<file path="config.mk">
export PLATFORM = sky130hd
export DESIGN_NAME = lz77_decoder_flat
export DESIGN_NICKNAME = d
export VERILOG_FILES = /design/src/rtl/lz77_pkg.sv /design/src/rtl/lz77_decoder_if.sv /design/src/rtl/lz77_search_buf.sv /design/src/rtl/lz77_decoder.sv /design/src/flat_wrapper.sv
export SDC_FILE = /design/constraint.sdc
export NUM_CORES = 1
export LEC_CHECK = 0
export CAP_MARGIN = 20
export CELL_PAD_IN_SITES_DETAIL_PLACEMENT = 2
export CELL_PAD_IN_SITES_GLOBAL_PLACEMENT = 2
export CORE_MARGIN = 2
export CORE_UTILIZATION = 46
export CTS_BUF_LIST = sky130_fd_sc_hd__clkbuf_4 sky130_fd_sc_hd__clkbuf_8
export CTS_CLUSTER_DIAMETER = 150
export DETAILED_ROUTE_END_ITERATION = 6
export PLACE_DENSITY_LB_ADDON = 0.2
export SLEW_MARGIN = 5
export SYNTH_ARGS = -nofsm -noshare
export SYNTH_HDL_FRONTEND = slang
export SYNTH_SLANG_ARGS = --single-unit
</file>
<file path="constraint.sdc">
create_clock -name clk -period 7.9 [get_ports clk]
set_input_delay 1.58 -clock clk [delete_from_list [all_inputs] [get_ports clk]]
set_output_delay 1.58 -clock clk [all_outputs]
set_load 0.01 [all_outputs]
</file>
<file path="src/rtl/lz77_pkg.sv">
// rtl/lz77_pkg.sv - shared widths, search buffer geometry and decoder state enum for the LZ77 blocks
package lz77_pkg;

   localparam int DATA_W     = 8;
   localparam int POS_W      = 4;
   localparam int LEN_W      = 3;
   localparam int SEARCH_LEN = 9;

   localparam logic [DATA_W-1:0] END_CHAR = 8'h24;
   localparam logic [POS_W-1:0]  LAST_POS = POS_W'(SEARCH_LEN - 1);

   typedef enum logic [1:0] {
      IDLE = 2'd0,
      COPY = 2'd1,
      LIT  = 2'd2,
      DONE = 2'd3
   } dec_state_t;

   function automatic logic pos_in_range(input logic [POS_W-1:0] pos);
      return pos <= LAST_POS;
   endfunction

endpackage

</file>
<file path="src/rtl/lz77_decoder_if.sv">
// rtl/lz77_decoder_if.sv - code triple input handshake and decoded character output of the LZ77 decoder
interface lz77_decoder_if;
   import lz77_pkg::*;

   logic              code_valid;
   logic              code_ready;
   logic [POS_W-1:0]  code_pos;
   logic [LEN_W-1:0]  code_len;
   logic [DATA_W-1:0] chardata;
   logic              valid;
   logic [DATA_W-1:0] char_nxt;

   modport slave (
      input  code_valid, code_pos, code_len, chardata,
      output code_ready, valid, char_nxt
   );

   modport master (
      output code_valid, code_pos, code_len, chardata,
      input  code_ready, valid, char_nxt
   );

endinterface

</file>
<file path="src/rtl/lz77_search_buf.sv">
// rtl/lz77_search_buf.sv - SEARCH_LEN deep history shift register with a combinational read port
module lz77_search_buf
   import lz77_pkg::*;
(
   input  logic              clk,
   input  logic              reset,
   input  logic              shift_en,
   input  logic [DATA_W-1:0] din,
   input  logic [POS_W-1:0]  rd_pos,
   output logic [DATA_W-1:0] rd_data
);

   logic [DATA_W-1:0] sbuf [SEARCH_LEN];

   // sbuf[0] is always the most recently emitted character
   always_ff @(posedge clk or posedge reset) begin
      if (reset) begin
         for (int i = 0; i < SEARCH_LEN; i++) sbuf[i] <= '0;
      end else if (shift_en) begin
         sbuf[0] <= din;
         for (int i = 1; i < SEARCH_LEN; i++) sbuf[i] <= sbuf[i-1];
      end
   end

   assign rd_data = pos_in_range(rd_pos) ? sbuf[rd_pos] : '0;

endmodule

</file>
<file path="src/rtl/lz77_decoder.sv">
// rtl/lz77_decoder.sv - LZ77 (pos,len,char) decoder, one char per cycle; LZ77_DEC_CHECK_EN adds sticky err output
module lz77_decoder
   import lz77_pkg::*;
(
   input  logic           clk,
   input  logic           reset,
   lz77_decoder_if.slave  cif,
   output logic           encode,
   output logic           finish
`ifdef LZ77_DEC_CHECK_EN
   ,
   output logic           err
`endif
);

   dec_state_t        state;
   logic [POS_W-1:0]  pos;
   logic [LEN_W-1:0]  rem;
   logic [DATA_W-1:0] lit;
   logic              shift_en;
   logic [DATA_W-1:0] shift_din;
   logic [DATA_W-1:0] rd_data;
   logic              handshake;

   assign cif.code_ready = (state == IDLE) && !reset;
   assign handshake      = cif.code_valid && cif.code_ready;
   assign encode         = 1'b0;

   // Every emitted char, copied or literal, becomes new history
   assign shift_en  = (state == COPY) || (state == LIT);
   assign shift_din = (state == COPY) ? rd_data : lit;

   lz77_search_buf u_search_buf (
      .clk      (clk),
      .reset    (reset),
      .shift_en (shift_en),
      .din      (shift_din),
      .rd_pos   (pos),
      .rd_data  (rd_data)
   );

   always_ff @(posedge clk or posedge reset) begin
      if (reset) begin
         state        <= IDLE;
         pos          <= '0;
         rem          <= '0;
         lit          <= '0;
         cif.valid    <= 1'b0;
         cif.char_nxt <= '0;
         finish       <= 1'b0;
      end else begin
         case (state)
            IDLE: begin
               cif.valid <= 1'b0;
               if (handshake) begin
                  pos   <= cif.code_pos;
                  rem   <= cif.code_len;
                  lit   <= cif.chardata;
                  state <= (cif.code_len != '0) ? COPY : LIT;
               end
            end
            // pos stays fixed; the shift makes overlapping copies repeat the run
            COPY: begin
               cif.valid    <= 1'b1;
               cif.char_nxt <= rd_data;
               rem          <= rem - 1'b1;
               if (rem == LEN_W'(1)) state <= LIT;
            end
            LIT: begin
               cif.valid    <= 1'b1;
               cif.char_nxt <= lit;
               if (lit == END_CHAR) begin
                  state  <= DONE;
                  finish <= 1'b1;
               end else begin
                  state <= IDLE;
               end
            end
            DONE: begin
               cif.valid <= 1'b0;
            end
            default: begin
               state     <= IDLE;
               cif.valid <= 1'b0;
            end
         endcase
      end
   end

`ifdef LZ77_DEC_CHECK_EN
   always_ff @(posedge clk or posedge reset) begin
      if (reset) begin
         err <= 1'b0;
      end else if ((handshake && (cif.code_len != '0) && !pos_in_range(cif.code_pos)) ||
                   ((state == DONE) && cif.code_valid)) begin
         err <= 1'b1;
      end
   end
`endif

endmodule

</file>
<file path="src/flat_wrapper.sv">
// flat-port wrapper written by rule: the top's interface ports become plain ports
module lz77_decoder_flat import lz77_pkg::*;
  (clk, reset, encode, finish, cif_code_valid, cif_code_pos, cif_code_len, cif_chardata, cif_code_ready, cif_valid, cif_char_nxt);
  lz77_decoder_if cif_i ();
  input  logic clk;
  input  logic reset;
  output logic encode;
  output logic finish;
  input wire logic [$bits(cif_i.code_valid)-1:0] cif_code_valid;
  input wire logic [$bits(cif_i.code_pos)-1:0] cif_code_pos;
  input wire logic [$bits(cif_i.code_len)-1:0] cif_code_len;
  input wire logic [$bits(cif_i.chardata)-1:0] cif_chardata;
  output wire logic [$bits(cif_i.code_ready)-1:0] cif_code_ready;
  output wire logic [$bits(cif_i.valid)-1:0] cif_valid;
  output wire logic [$bits(cif_i.char_nxt)-1:0] cif_char_nxt;
  assign cif_i.code_valid = cif_code_valid;
  assign cif_i.code_pos = cif_code_pos;
  assign cif_i.code_len = cif_code_len;
  assign cif_i.chardata = cif_chardata;
  assign cif_code_ready = cif_i.code_ready;
  assign cif_valid = cif_i.valid;
  assign cif_char_nxt = cif_i.char_nxt;
  lz77_decoder u_core (.clk(clk), .reset(reset), .cif(cif_i), .encode(encode), .finish(finish));
endmodule
</file>
==> results of run 1 <==
-- kinds of logic (layout without fill, tap and decap cells) --
family	count (synthesis)	in the layout	share of synthesized area, %
AOI/OAI and AO/OA	70	70	10.41
buffers and inverters	44	64	4.424
DFF	99	99	52.45
other	1	1	0.07939
and+or+nand+nor	53	53	5.457
adders and majority gates	5	5	1.325
muxes	102	102	25.85
-- registers in the layout, summed over array words and instances, names as in the netlist --
signal / count
u_core.cif.char_nxt: 8
u_core.state: 2
u_core.cif.valid: 1
u_core.finish: 1
u_core.rem: 3
u_core.lit: 8
u_core.pos: 4
u_core.u_search_buf.sbuf: 72
-- worst paths after layout --
| check | endpoint | slack, ps | cells past startpoint |
|---|---|---|---|
| min in group asynchronous | u_core.u_search_buf.sbuf[25]$_DFFE_PP0P_ | 1570 | 2 |
| worst min-delay path | u_core.finish$_DFFE_PP0P_ | 490 | 1 |
| worst max register to register | u_core.cif.char_nxt[1]$_DFFE_PP0P_ | 4790 | 7 |
| worst max-delay path | cif_code_ready | 3560 | 3 |
| worst min register to register | u_core.finish$_DFFE_PP0P_ | 490 | 1 |
| max in group asynchronous | u_core.u_search_buf.sbuf[2]$_DFFE_PP0P_ | 5050 | 3 |
-- cell usage in the layout, fill, tap and decap left out, drive strengths merged, types with 2 or more instances in the layout --
master	netlist	layout
mux2i	17	17
clkinv	0	2
clkbuf	9	11
mux4	8	8
a21oi	14	14
and2	3	3
inv	17	17
nor2	22	22
nor2b	2	2
clkdlybuf4s50	0	28
or2	8	8
ha	5	5
o21ai	17	17
nand2b	3	3
dfrtp	99	99
o2bb2ai	16	16
a41oi	16	16
nor4	2	2
mux2	77	77
buf	18	4
nand2	9	9
-- through the flow --
step	instances	cell area, µm²	util (%)	power, W	hold slack [ps]
floorplan	374	4723	-	0.002065	474.3
global placement	512	5070	51.40	0.002338	468.4
detailed placement	512	5070	51.40	0.002461	474.2
CTS	527	5266	53.39	0.002827	497.8
global route	527	5266	53.39	0.003012	531.5
finish	527	5266	53.39	0.002795	493.9
-- final cells by class --
class	instances	area, µm²
inverter	17	66.31
clock inverter	4	51.30
multi-input combinational	231	2049
timing repair buffer	32	310.3
sequential	99	2477
fill	931	4598
clock buffer	11	145.1
tap	133	166.4
-- layer usage --
metal	vias up	track usage (%)	part of all wire [%]
met5	-	0	0
met4	0	5.143	1.2
met3	16	5.937	3.2
met2	40	41.84	52
met1	1675	29.75	43
li1	1379	-	-
-- worst reg2reg max path, stage by stage (launching register included) --
cell	delay [ps]
dfrtp_1	400
inv_1	110
ha_4	450
buf_4	760
nand2_1	140
nor4_1	400
and2_1	580
o2bb2ai_1	200
-- power breakdown --
part | switching (W) | internal, W
Sequential | 0.000245 | 0.000791
Combinational | 0.000685 | 0.000738
Clock | 0.000178 | 0.000157
==> impl_results.md, run 1 <==
* Status: completed
* Vias in the first global route at 3501
* Most used cell along the critical path: clkdlybuf4s50_1
* Leakage at about 2.2 nW
* # diodes at 0
* Hold buffer count at CTS at 0
* Mapped Nets at 397
* Relative slew slack at roughly 35%
* IO Count at 30
* First DRT Iteration DRCs at between 100 and 150
* Final min period at 4339 ps
* Port bufs at 28
* CP startpoint kind: input port
* Tightest Pin Transition at 967.7 ps
* Arr. time, crit path at 2760 ps
* Max-cap violations at 0
* Worst setup path category: in -> out
* Post-CTS Setup Inserts at 0
* Total Routed Length at 12120 µm
* CP delay by family, top: buffers and inverters
* Most numerous cell in the Yosys netlist: dfrtp_1
* HPWL after DPL at approximately 8000 µm
* Worst setup EP type: output pin
* Synth warn at 0
* Area leader, netlist: dfrtp_1
* Row count at 36
* Top-area cell type share of the netlist area at 52.45%
* Share of layout cells above drive strength 1 at 27.16%
* Data required, critical path at 6320 ps
* Syn Inst Count at 374
* Post-layout net count at roughly 410
* Grt ovf at 0
* Antenna-violating nets left at 0
* Maximum VDD drop at between 300 and 400 µV
* RSZ-0062 raised after global routing: false
* Die Area at 11090 µm²
* Die Y at 105.3 µm
* Die Wd at around 110 µm
* Drc violations at 0
* Largest net degree at the start of global routing at 83
* Power Density at 530.7 nW/µm²
* GRT Util Overall at 23.85%
* Worst skew pair latency at 380 ps
* Worst Hold Launch: u_core.finish$_DFFE_PP0P_
* Post-synthesis cell type count at 37
* Pre-CTS setup slack at 3551 ps
* Critical path buffers and inverters at 2
* Post-synthesis register bit count at 99
* Max Clk Rate at 230.5 MHz
* Clk sinks at 99
* CTS H-tree lvls at 3
* Drt pass-1 iters at 4
* Placer Congestion at 0.8037
* CTS Buf Count at 9
* Clk_skew at around 10 ps
* Worst r2r src: u_core.state[0]$_DFFE_PP0P_
* Hold Crit Class: reg -> reg
* CP Max Fanout at 3
* Resized cells post-CTS at 0
* Post-synth top flop: dfrtp_1
* Mean Syn Cell Area at 12.63 µm²
* First-pass GRT wire length at 20170 µm
* Cell Area, Synth at approximately 4700 µm²
* Initial Utilization at between 40% and 50%
* Reg clk slew, reported paths at 90 ps
* Vias per Instance at 5.901
* WL/cell at 22.99 µm
* Vias at about 3.1k
* Hold Fails Final Rpt at 0
* Final worst slack at ~3600 ps
* CP max stage delay at 550 ps
* Core Area at 9864 µm²
* CTS tree: done
* Initial antenna violation count at 0
* Critical path, cell by cell: clkdlybuf4s50_1 > nor2_1 > clkdlybuf4s50_1
* Largest cells by area after synthesis: dfrtp_1 52%, mux2_2 18%, mux2i_1 3.6%, mux4_2 3.3%, a41oi_1 3.0%
* Max-slew violations at 0
* Slowest-stage cell, CP: clkdlybuf4s50_1
* Synth cell count leaders: 99 x dfrtp_1, 77 x mux2_2, 22 x nor2_1
* P&R area growth vs syn at 11.50%
* Clk buf depth at 2
* Period Utilization, post-route at a little over half
* Setup violators final at 0
* Setup TNS at 0 ps
* Async SR Flop Fraction at 100.0%
* EDFF count, synth at 0
* Sequential fraction of the synthesis area at between 50% and 60%
* Root buffer cell: clkbuf_8
* Setup crit start: reset
(Power assumes the default switching activity.)
==> run 2, diff against run 1 <==
--- a/config.mk
+++ b/config.mk
@@ -9,7 +9,7 @@
 export CELL_PAD_IN_SITES_DETAIL_PLACEMENT = 2
 export CELL_PAD_IN_SITES_GLOBAL_PLACEMENT = 2
 export CORE_MARGIN = 2
-export CORE_UTILIZATION = 46
+export CORE_UTILIZATION = 39
 export CTS_BUF_LIST = sky130_fd_sc_hd__clkbuf_4 sky130_fd_sc_hd__clkbuf_8
 export CTS_CLUSTER_DIAMETER = 150
 export DETAILED_ROUTE_END_ITERATION = 6
==> constraint.sdc (replaced) <==
create_clock -name clk -period 3.7 [get_ports clk]
set_input_delay 0.74 -clock clk [delete_from_list [all_inputs] [get_ports clk]]
set_output_delay 0.74 -clock clk [all_outputs]
set_load 0.01 [all_outputs]
==> run 2 against run 1 <==
First-iteration DRC count rose by 32%. Count of clock-buffer cells in the layout did not move. Clock skew increased by 3.0 ps. Largest cell class unchanged. Critical path depth unchanged. Wire length is 5.8% lower.
==> impl_results.md, run 2 (synthesized netlist as in run 1, its figures left out) <==
* Status: completed
* Highest-count cells in the layout ignoring fill and taps: 99 x dfrtp_1, 77 x mux2_2, 28 x clkdlybuf4s50_1
* Drc violations at 0 (unchanged)
* Fillers at 1203 (+29%)
* Post-layout net count at 416 (+0.73%)
* Placed inst area at 5110 µm² (+0.79%)
* Hold Crit Class: reg -> reg
* Largest Register: u_core.u_search_buf.sbuf
* Registers with the most flip-flops: u_core.u_search_buf.sbuf: 72 flops, u_core.cif.char_nxt: 8 flops, u_core.lit: 8 flops
* Critical path, cell by cell: clkdlybuf4s50_1 > nor2_1 > clkdlybuf4s50_1
* Vias in the first global route at 3562 (+1.7%)
* Largest net degree at the start of global routing at 50 (-40%)
* Critical path buffers and inverters at 2 (unchanged)
* Vias at 3065 (-1.4%)
* CTS tree: done
* Seq. cell area at 2477 µm² (unchanged)
* CP delay by family, top: buffers and inverters
* Power Density at 1101 nW/µm² (+110%)
* # diodes at 0 (unchanged)
* Slowest-stage cell, CP: clkdlybuf4s50_1
* Clk sinks at 99 (unchanged)
* Max-slew violations at 0 (unchanged)
* Setup TNS at 0 ps (unchanged)
* Hold Fails Final Rpt at 0 (unchanged)
* RSZ-0062 raised after global routing: false
* Die Wd at 114.1 µm (+8.3%)
* Clk_skew at 13.01 ps (+2.972 ps)
* Design area at 5266 µm² (unchanged)
* Max Clk Rate at about 380 MHz
* P&R area growth vs syn at 11.50% (unchanged)
* Final min period at approximately 2600 ps
* WL/cell at 21.02 µm (-8.6%)
* Final worst slack at 1067 ps (-2494 ps)
* CTS H-tree lvls at 3 (unchanged)
* Drt pass-1 iters at 4 (unchanged)
* Placer Congestion at 0.7556 (-6.0%)
* Resized cells post-CTS at 0 (unchanged)
* Antenna-violating nets left at 0 (unchanged)
* First DRT Iteration DRCs at 158 (+32%)
* Period Utilization, post-route at 71.15%
* Multi-input gate area at 2049 µm² (unchanged)
* Vias per Instance at 5.645 (-4.4%)
* Clk buf depth at 2 (unchanged)
* Max FFs per register at 72 (unchanged)
* IO Count at 30 (unchanged)
* Core Area at 11910 µm² (+21%)
* Pre-CTS setup slack at 1067 ps (-2485 ps)
* Tightest Pin Transition at 919.6 ps (-48.10 ps)
* Die Area at 13010 µm² (+17%)
* Final core occ at 44.21% (-9.2 points)
* Row count at 40 (+11%)
* Relative slew slack at 38.69% (+3.2 points)
* Arr. time, crit path at 1890 ps (-870 ps)
* First-pass GRT wire length at 18900 µm (-6.3%)
* Max-cap violations at 0 (unchanged)
* Root buffer cell: clkbuf_8
* Port bufs at 28 (unchanged)
* Initial antenna violation count at 0 (unchanged)
* CTS Buf Count at 9 (unchanged)
* Reg clk slew, reported paths at 100 ps (about the same)
* Maximum VDD drop at 390.8 µV (+18%)
* Data required, critical path at 2960 ps (-3360 ps)
* Grt ovf at 0 (unchanged)
* CP Max Fanout at 3 (unchanged)
* Most used cell along the critical path: clkdlybuf4s50_1
* Worst setup EP type: output pin
* Post-CTS Setup Inserts at 0 (unchanged)
* Hold Worst Slack at 498.1 ps (+4.256 ps)
* Share of layout cells above drive strength 1 at 27.53% (+0.37 points)
* Initial Utilization at 39.65% (-8.2 points)
* Total Routed Length at 11420 µm (-5.8%)
* CP max stage delay at 540 ps (about the same)
* Worst skew pair latency at 370 ps (about the same)
* Worst setup path category: in -> out
* HPWL after DPL at 7539 µm (-3.2%)
* Setup violators final at 0 (unchanged)
* GRT Util Overall at 19.10% (-4.7 points)
* Die Y at 114.1 µm (+8.3%)
* Most common cell after layout, fill and taps aside: dfrtp_1
* Leakage at 2.205 nW (-0.11%)
* Hold buffer count at CTS at 0 (unchanged)
* CP startpoint kind: input port
run 2: report_power, final:
group	internal, W	switching, W	total, W	leakage (nW)
logic	0.00158	0.00142	0.00301	0.943
registers	0.00169	0.000490	0.00218	1.18
clock network	0.000251	0.000363	0.000614	0.0819
run 2: per-layer routing:
metal	vias to the layer above	wire length [µm]	GRT usage (%)
li1	1388	-	-
met1	1607	5284	24.95
met2	48	5576	31.79
met3	22	276	2.912
met4	0	279	8.130
met5	-	0	0
run 2: area by class of cell:
cell class | instances | share of cell area, %
Sequential cell | 99 | 47.04
Multi-Input combinational cell | 231 | 38.92
Timing Repair Buffer | 35 | 6.320
Tap cell | 147 | 3.493
Clock buffer | 11 | 2.637
Inverter | 17 | 1.259
Clock inverter | 3 | 0.3326
run 2: worst register-to-register path, cell delays in order, from the launching register on:
cell and delay [ps]:
dfrtp_1 820, mux4_1 620, or2_2 320, a41oi_1 250
o2bb2ai_1 100
run 2: final timing paths:
| check | start | to | slack, ps | cells past startpoint |
|---|---|---|---|---|
| min in group asynchronous | reset | u_core.finish$_DFFE_PP0P_ | 850 | 2 |
| worst max-delay path | reset | cif_code_ready | 1070 | 3 |
| max in group asynchronous | reset | u_core.u_search_buf.sbuf[26]$_DFFE_PP0P_ | 2130 | 3 |
| worst min-delay path | u_core.finish$_DFFE_PP0P_ | u_core.finish$_DFFE_PP0P_ | 500 | 1 |
| worst min register to register | u_core.finish$_DFFE_PP0P_ | u_core.finish$_DFFE_PP0P_ | 500 | 1 |
| worst max register to register | u_core.pos[1]$_DFFE_PP0P_ | u_core.u_search_buf.sbuf[71]$_DFFE_PP0P_ | 1470 | 4 |
run 2: stage by stage:
step	instances	power [W]
after floorplan	374	0.004409
after CTS	543	0.005888
after detailed placement	529	0.005236
after global placement	529	0.005047
after global routing	543	0.006265
final	543	0.005800
==> run 3, diff against run 2 <==
--- a/config.mk
+++ b/config.mk
@@ -9,7 +9,7 @@
 export CELL_PAD_IN_SITES_DETAIL_PLACEMENT = 2
 export CELL_PAD_IN_SITES_GLOBAL_PLACEMENT = 2
 export CORE_MARGIN = 2
-export CORE_UTILIZATION = 39
+export CORE_UTILIZATION = 43
 export CTS_BUF_LIST = sky130_fd_sc_hd__clkbuf_4 sky130_fd_sc_hd__clkbuf_8
 export CTS_CLUSTER_DIAMETER = 150
 export DETAILED_ROUTE_END_ITERATION = 6
==> constraint.sdc (replaced) <==
create_clock -name clk -period 2.7 [get_ports clk]
set_input_delay 0.54 -clock clk [delete_from_list [all_inputs] [get_ports clk]]
set_output_delay 0.54 -clock clk [all_outputs]
set_load 0.01 [all_outputs]
==> run 3 against run 2 <==
Global-route usage grew 2.3 points. Critical path type is now reg -> out. Design area is 2.4% higher. Worst setup slack got worse by 710 ps. Clock power grew 63%.
==> impl_results.md, run 3 (synthesized netlist as in run 1, its figures left out) <==
* Vias at 3090 (+0.82%)
* Power Density at 1531 nW/µm² (+39%)
* HPWL after DPL at 7727 µm (+2.5%)
* Resized cells post-CTS at 0 (unchanged)
* Final min period at 2340 ps
* Most used cell along the critical path: inv_1
* Period Utilization, post-route at between 80% and 90%
* Seq pwr share at 35.9% (-1.7 points)
* Total Routed Length at 11620 µm (+1.8%)
* Root buffer cell: clkbuf_8
* Data required, critical path at 2160 ps (-800 ps)
* Hold buffer count at CTS at 0 (unchanged)
* Die Wd at 108.8 µm (-4.6%)
* First-pass GRT wire length at 18970 µm (+0.37%)
* Post-layout net count at 422 (+1.4%)
* Die Area at 11840 µm² (-9.0%)
* Final worst slack at 360.4 ps (-707.0 ps)
* Post-CTS Setup Inserts at 0 (unchanged)
* CP Max Fanout at 6 (+3)
* Registers with the most flip-flops: u_core.u_search_buf.sbuf: 72 flops, u_core.cif.char_nxt: 8 flops, u_core.lit: 8 flops
* Antenna-violating nets left at 0 (unchanged)
* Worst setup EP type: output pin
* Placer Congestion at 0.7243 (-4.1%)
* Vias in the first global route at 3515 (-1.3%)
* Comb pwr share at 52.0% (+0.2 points)
* Highest-count cells in the layout ignoring fill and taps: 99 x dfrtp_1, 77 x mux2_2, 28 x clkdlybuf4s50_1
* Int Pwr at 0.005050 W (+43%)
* Clk sinks at 99 (unchanged)
* Grt ovf at 0 (unchanged)
* GRT Util Overall at 21.45% (+2.3 points)
* Reg clk slew, reported paths at 100 ps (about the same)
* Maximum VDD drop at 639.8 µV (+64%)
* Initial Utilization at 43.76% (+4.1 points)
* Max Clk Rate at ~430 MHz
* Critical path buffers and inverters at 3 (+1)
* Leakage at 2.271 nW (+3.0%)
* Clock power frac at 12.1% (+1.5 points)
* Worst setup path category: reg -> out
* Setup TNS at 0 ps (unchanged)
* Most common cell after layout, fill and taps aside: dfrtp_1
* Initial antenna violation count at 0 (unchanged)
* Core Area at 10790 µm² (-9.4%)
* P&R area growth vs syn at 14.17%
* CTS H-tree lvls at 3 (unchanged)
* Drt pass-1 iters at 4 (unchanged)
* Hold Crit Class: reg -> reg
* Largest Register: u_core.u_search_buf.sbuf
* CTS tree: done
* Hold Fails Final Rpt at 0 (unchanged)
* Pre-CTS setup slack at 457.7 ps (-609.0 ps)
* IO Count at 30 (unchanged)
* Setup violators final at 0 (unchanged)
* WL/cell at 21.36 µm (+1.6%)
* Max-slew violations at 0 (unchanged)
* Max-cap violations at 0 (unchanged)
* Final core occ at 49.97% (+5.8 points)
* Sw frac at 38.83% (-0.42 points)
* CP max stage delay at 540 ps (about the same)
* First DRT Iteration DRCs at 131 (-17%)
* Die Y at 108.8 µm (-4.6%)
* Tightest Pin Transition at 689.9 ps (-229.7 ps)
* Clk buf depth at 2 (unchanged)
* Clk_skew at 9.514 ps (-3.497 ps)
* Critical path, cell by cell: inv_1 > ha_4 > inv_1 > nor2_1 > clkdlybuf4s50_1
* CP delay by family, top: buffers and inverters
* Share of layout cells above drive strength 1 at 28.96% (+1.4 points)
* Slowest-stage cell, CP: clkdlybuf4s50_1
* Largest net degree at the start of global routing at 75 (+50%)
* RSZ-0062 raised after global routing: false
* Row count at 38 (-5.0%)
* Arr. time, crit path at 1800 ps (-90 ps)
* Relative slew slack at 54.00% (+15 points)
* Drc violations at 0 (unchanged)
* Status: completed
* Port bufs at 28 (unchanged)
* NetSw at 0.003206 W (+41%)
* CP startpoint kind: flop
* # diodes at 0 (unchanged)
* Vias per Instance at 5.680 (+0.63%)
* Max FFs per register at 72 (unchanged)
* Worst skew pair latency at 370 ps (about the same)
* CTS Buf Count at 9 (unchanged)
## run 3: cell count changes in the layout (fill, tap and decap cells not counted)
cell / previous run / this run
buf_4: 7 / 10
inv_4: 1 / 0
clkinv_4: 0 / 1
clkbuf_8: 9 / 11
bufinv_16: 0 / 1
clkbuf_4: 2 / 1
buf_12: 0 / 3
## run 3: layer usage
metal | routed length [µm] | up-vias | part of all wire [%] | track usage (%)
met5 | 0 | - | 0 | 0
met3 | 282 | 8 | 2.4 | 3.586
met2 | 5816 | 48 | 50 | 36.16
met1 | 5418 | 1634 | 47 | 28.58
met4 | 102 | 0 | 0.88 | 6.136
li1 | - | 1400 | - | -
## run 3: final cells by class
class	count	area [µm²]
clock inverters	4	48.80
multi-input cells	231	2049
fillers	1071	5400
clock buffers	12	158.9
flip-flops and latches	99	2477
inverters	17	67.56
repair buffers	41	415.4
well taps	140	175.2
## run 3: metrics by stage
stage               power [W]  hold WS, ps  cell area (µm²)  std cells
floorplan            0.006043        474.3             4727        374
global placement     0.006980        456.2             5185        528
detailed placement   0.007266        466.6             5185        528
CTS                  0.008353        491.5             5393        544
global route         0.008889        524.9             5393        544
finish               0.008256        483.3             5393        544
## run 3: path summary, 6_finish.rpt
check	slack [ps]	end	cells after the start	startpoint
worst max-delay path	360	cif_code_ready	5	u_core.state[0]$_DFFE_PP0P_
worst min-delay path	480	u_core.finish$_DFFE_PP0P_	1	u_core.finish$_DFFE_PP0P_
worst max register to register	500	u_core.cif.char_nxt[5]$_DFFE_PP0P_	6	u_core.state[1]$_DFFE_PP0P_
worst min register to register	480	u_core.finish$_DFFE_PP0P_	1	u_core.finish$_DFFE_PP0P_
max in group asynchronous	1440	u_core.u_search_buf.sbuf[35]$_DFFE_PP0P_	3	reset
min in group asynchronous	680	u_core.u_search_buf.sbuf[55]$_DFFE_PP0P_	2	reset
## run 3: power groups by stage
stage / sequential [W] / clock (W) / combinational [W]
floorplan: 0.00274 / 0 / 0.00330
global placement: 0.00292 / 0 / 0.00406
detailed placement: 0.00299 / 0 / 0.00428
CTS: 0.00297 / 0.00103 / 0.00436
global route: 0.00309 / 0.00109 / 0.00471
finish: 0.00296 / 0.00100 / 0.00429
## run 3: worst register-to-register path, cell delays in order (launching register included)
cell and delay, ps:
dfrtp_1 390, inv_1 100, ha_4 530, buf_12 390, o21ai_0 240, a41oi_1 290
o2bb2ai_1 140
==> patch: new RTL, config.mk and constraints of run 2 <==
The package constant `SEARCH_LEN` goes from 9 to 11.
--- a/src/rtl/lz77_pkg.sv
+++ b/src/rtl/lz77_pkg.sv
@@ -6,3 +6,3 @@
    localparam int LEN_W      = 3;
-   localparam int SEARCH_LEN = 9;
+   localparam int SEARCH_LEN = 11;
 
Behaviour: same outputs for any inputs over 10 cycles, from zero or initial values and one cycle with reset high; that may be too few to reach the edited logic, so the function may still have changed.
==> patch against run 2 <==
- sequential cell count rose by 16
- worst setup slack got worse by 0.017 ns
- first-iteration DRC count fell by 30%
- via count rose by 16%
- routed wire length rose by 16%
- total power rose by 21%
- synthesized area rose by 13%
- sequential share of layout area fell by 0.34 points
- design area rose by 17%
- clock power rose by 74%
- global-route usage rose by 0.76 points
- die area rose by 13%
- worst hold slack got worse by 0.028 ns
==> patch: results (changes against run 2) <==
[metrics] result of the run: complete, no violations
[metrics] critical path fanouts, max: 4 (+1)
[metrics] fillcell total: 1,329 (+10%)
[metrics] first-pass GRT wire length: 21,800 µm (+15%)
[metrics] worst setup margin: 1.05 ns (-0.0165 ns)
[metrics] Final Routed Wirelength: 13,300 µm (+16%)
[metrics] fraction of the yosys area taken by sequential cells: 0.537 (+0.0124)
[metrics] static leakage power: 2.61 nW (+18%)
[metrics] total placed instance area: 5800 µm² (+14%)
[metrics] clock slew at reported path FFs: 0.07 ns (-0.03 ns)
[metrics] Clock buf/inv share: 0.0583 (+0.0286)
[metrics] post-detailed-placement half-perimeter wirelength: 8970 µm (+19%)
[metrics] clock insertion delay at the later pin of the skew report: 0.44 ns (+0.07 ns)
[metrics] fin cells: 647 (+19%)
[metrics] top area cells in the synthesized netlist: sky130_fd_sc_hd__dfrtp_1 (54%), sky130_fd_sc_hd__mux2_2 (18%), sky130_fd_sc_hd__mux4_2 (2.9%)
[metrics] violation count after the first detailed-route iteration: 110 (-30%)
[metrics] placed cell count: 615 (+16%)
[metrics] WP data arrival: 1.91 ns (+0.02 ns)
[metrics] transition at the pin with the smallest max-transition slack: 0.935 ns (+0.0158 ns)
[metrics] Worst Skew: 0.0143 ns (+0.00127 ns)
[metrics] vias in the first global route: 3,943 (+11%)
[metrics] area taken by multi-input logic gates: 2320 µm² (+13%)
[metrics] overall fraction of global-route tracks in use: 0.199 (+0.00764)
[metrics] number of distinct library cell variants in the gate-level netlist after synthesis: 40 (+8.1%)
[metrics] global placer's final weighted congestion: 0.719 (-4.9%)
[metrics] storage element area: 2880 µm² (+16%)
[metrics] worst reg-to-reg setup slack: 1.25 ns (-0.22 ns)
[metrics] multi-input combinational gate total: 281 (+22%)
[metrics] total nets after synthesis: 455 (+15%)
[metrics] worst slack at placement: 1.02 ns (-0.0423 ns)
[metrics] Non-CTS buffers: 34 (-2.9%)
[metrics] vias after detailed routing: 3,544 (+16%)
[metrics] maximum VDD drop: 0.611 mV (+56%)
[metrics] Inverters: 9 (-8)
[metrics] register bit total from synthesis: 115 (+16%)
[metrics] Layout Nets: 481 (+16%)
[metrics] pin count of the biggest net entering global routing: 79 (+58%)
[metrics] Final non-clock buffer share: 0.0569 (-0.00635)
[metrics] leading post-synthesis cells by instance count: sky130_fd_sc_hd__dfrtp_1 (115), sky130_fd_sc_hd__mux2_2 (85), sky130_fd_sc_hd__nand2_1 (40)
[metrics] ratio of cells with drive above 1 in the final layout: 0.285 (+0.00925)
[metrics] mean instance size in the synthesized netlist: 12.4 µm² (-1.8%)
## patch: worst paths after layout
path | start | end | cells past startpoint
worst max-delay path | reset | cif_code_ready | 3
worst min-delay path | u_core.finish | u_core.finish | 1
worst max register to register | u_core.state[0] | u_core.cif.char_nxt[6] | 6
worst min register to register | u_core.finish | u_core.finish | 1
max in group asynchronous | reset | u_core.u_search_buf.sbuf[79] | 3
min in group asynchronous | reset | u_core.rem[2] | 2
## patch: routing by layer
| layer | GRT usage | part of all wire | vias up | wire (µm) |
|---|---|---|---|---|
| li1 | - | - | 1611 | - |
| met1 | 0.258 | 0.45 | 1865 | 6010 |
| met2 | 0.329 | 0.51 | 52 | 6700 |
| met3 | 0.0381 | 0.025 | 16 | 331 |
| met4 | 0.0776 | 0.016 | 0 | 218 |
| met5 | 0 | 0 | - | 0 |
## patch: through the flow
stage / total power [mW] / utilization / hold WS, ns
after floorplan: 5.04 / - / 0.451
after global placement: 5.77 / 0.435 / 0.452
after detailed placement: 6.00 / 0.435 / 0.459
after CTS: 7.09 / 0.462 / 0.475
after global routing: 7.54 / 0.462 / 0.507
final: 6.99 / 0.462 / 0.470
## patch: power by group
group	internal, mW	switching, mW	total (mW)	leakage, nW
Clock	0.573	0.492	1.07	0.198
Sequential	1.96	0.587	2.55	1.37
Combinational	1.83	1.55	3.38	1.04
Total	4.36	2.63	6.99	2.61
## patch: logic make-up (layout without fill, tap and decap cells)
family / count (synthesis) / in the layout / share of synthesized area
buffers and inverters: 36 / 75 / 0.0331
AND/OR/NAND/NOR: 99 / 99 / 0.0885
other: 1 / 1 / 0.000700
AO/OA/AOI/OAI: 63 / 63 / 0.0761
flip-flops: 115 / 115 / 0.537
adder cells (fa/ha/maj): 5 / 5 / 0.0117
multiplexers: 113 / 113 / 0.253
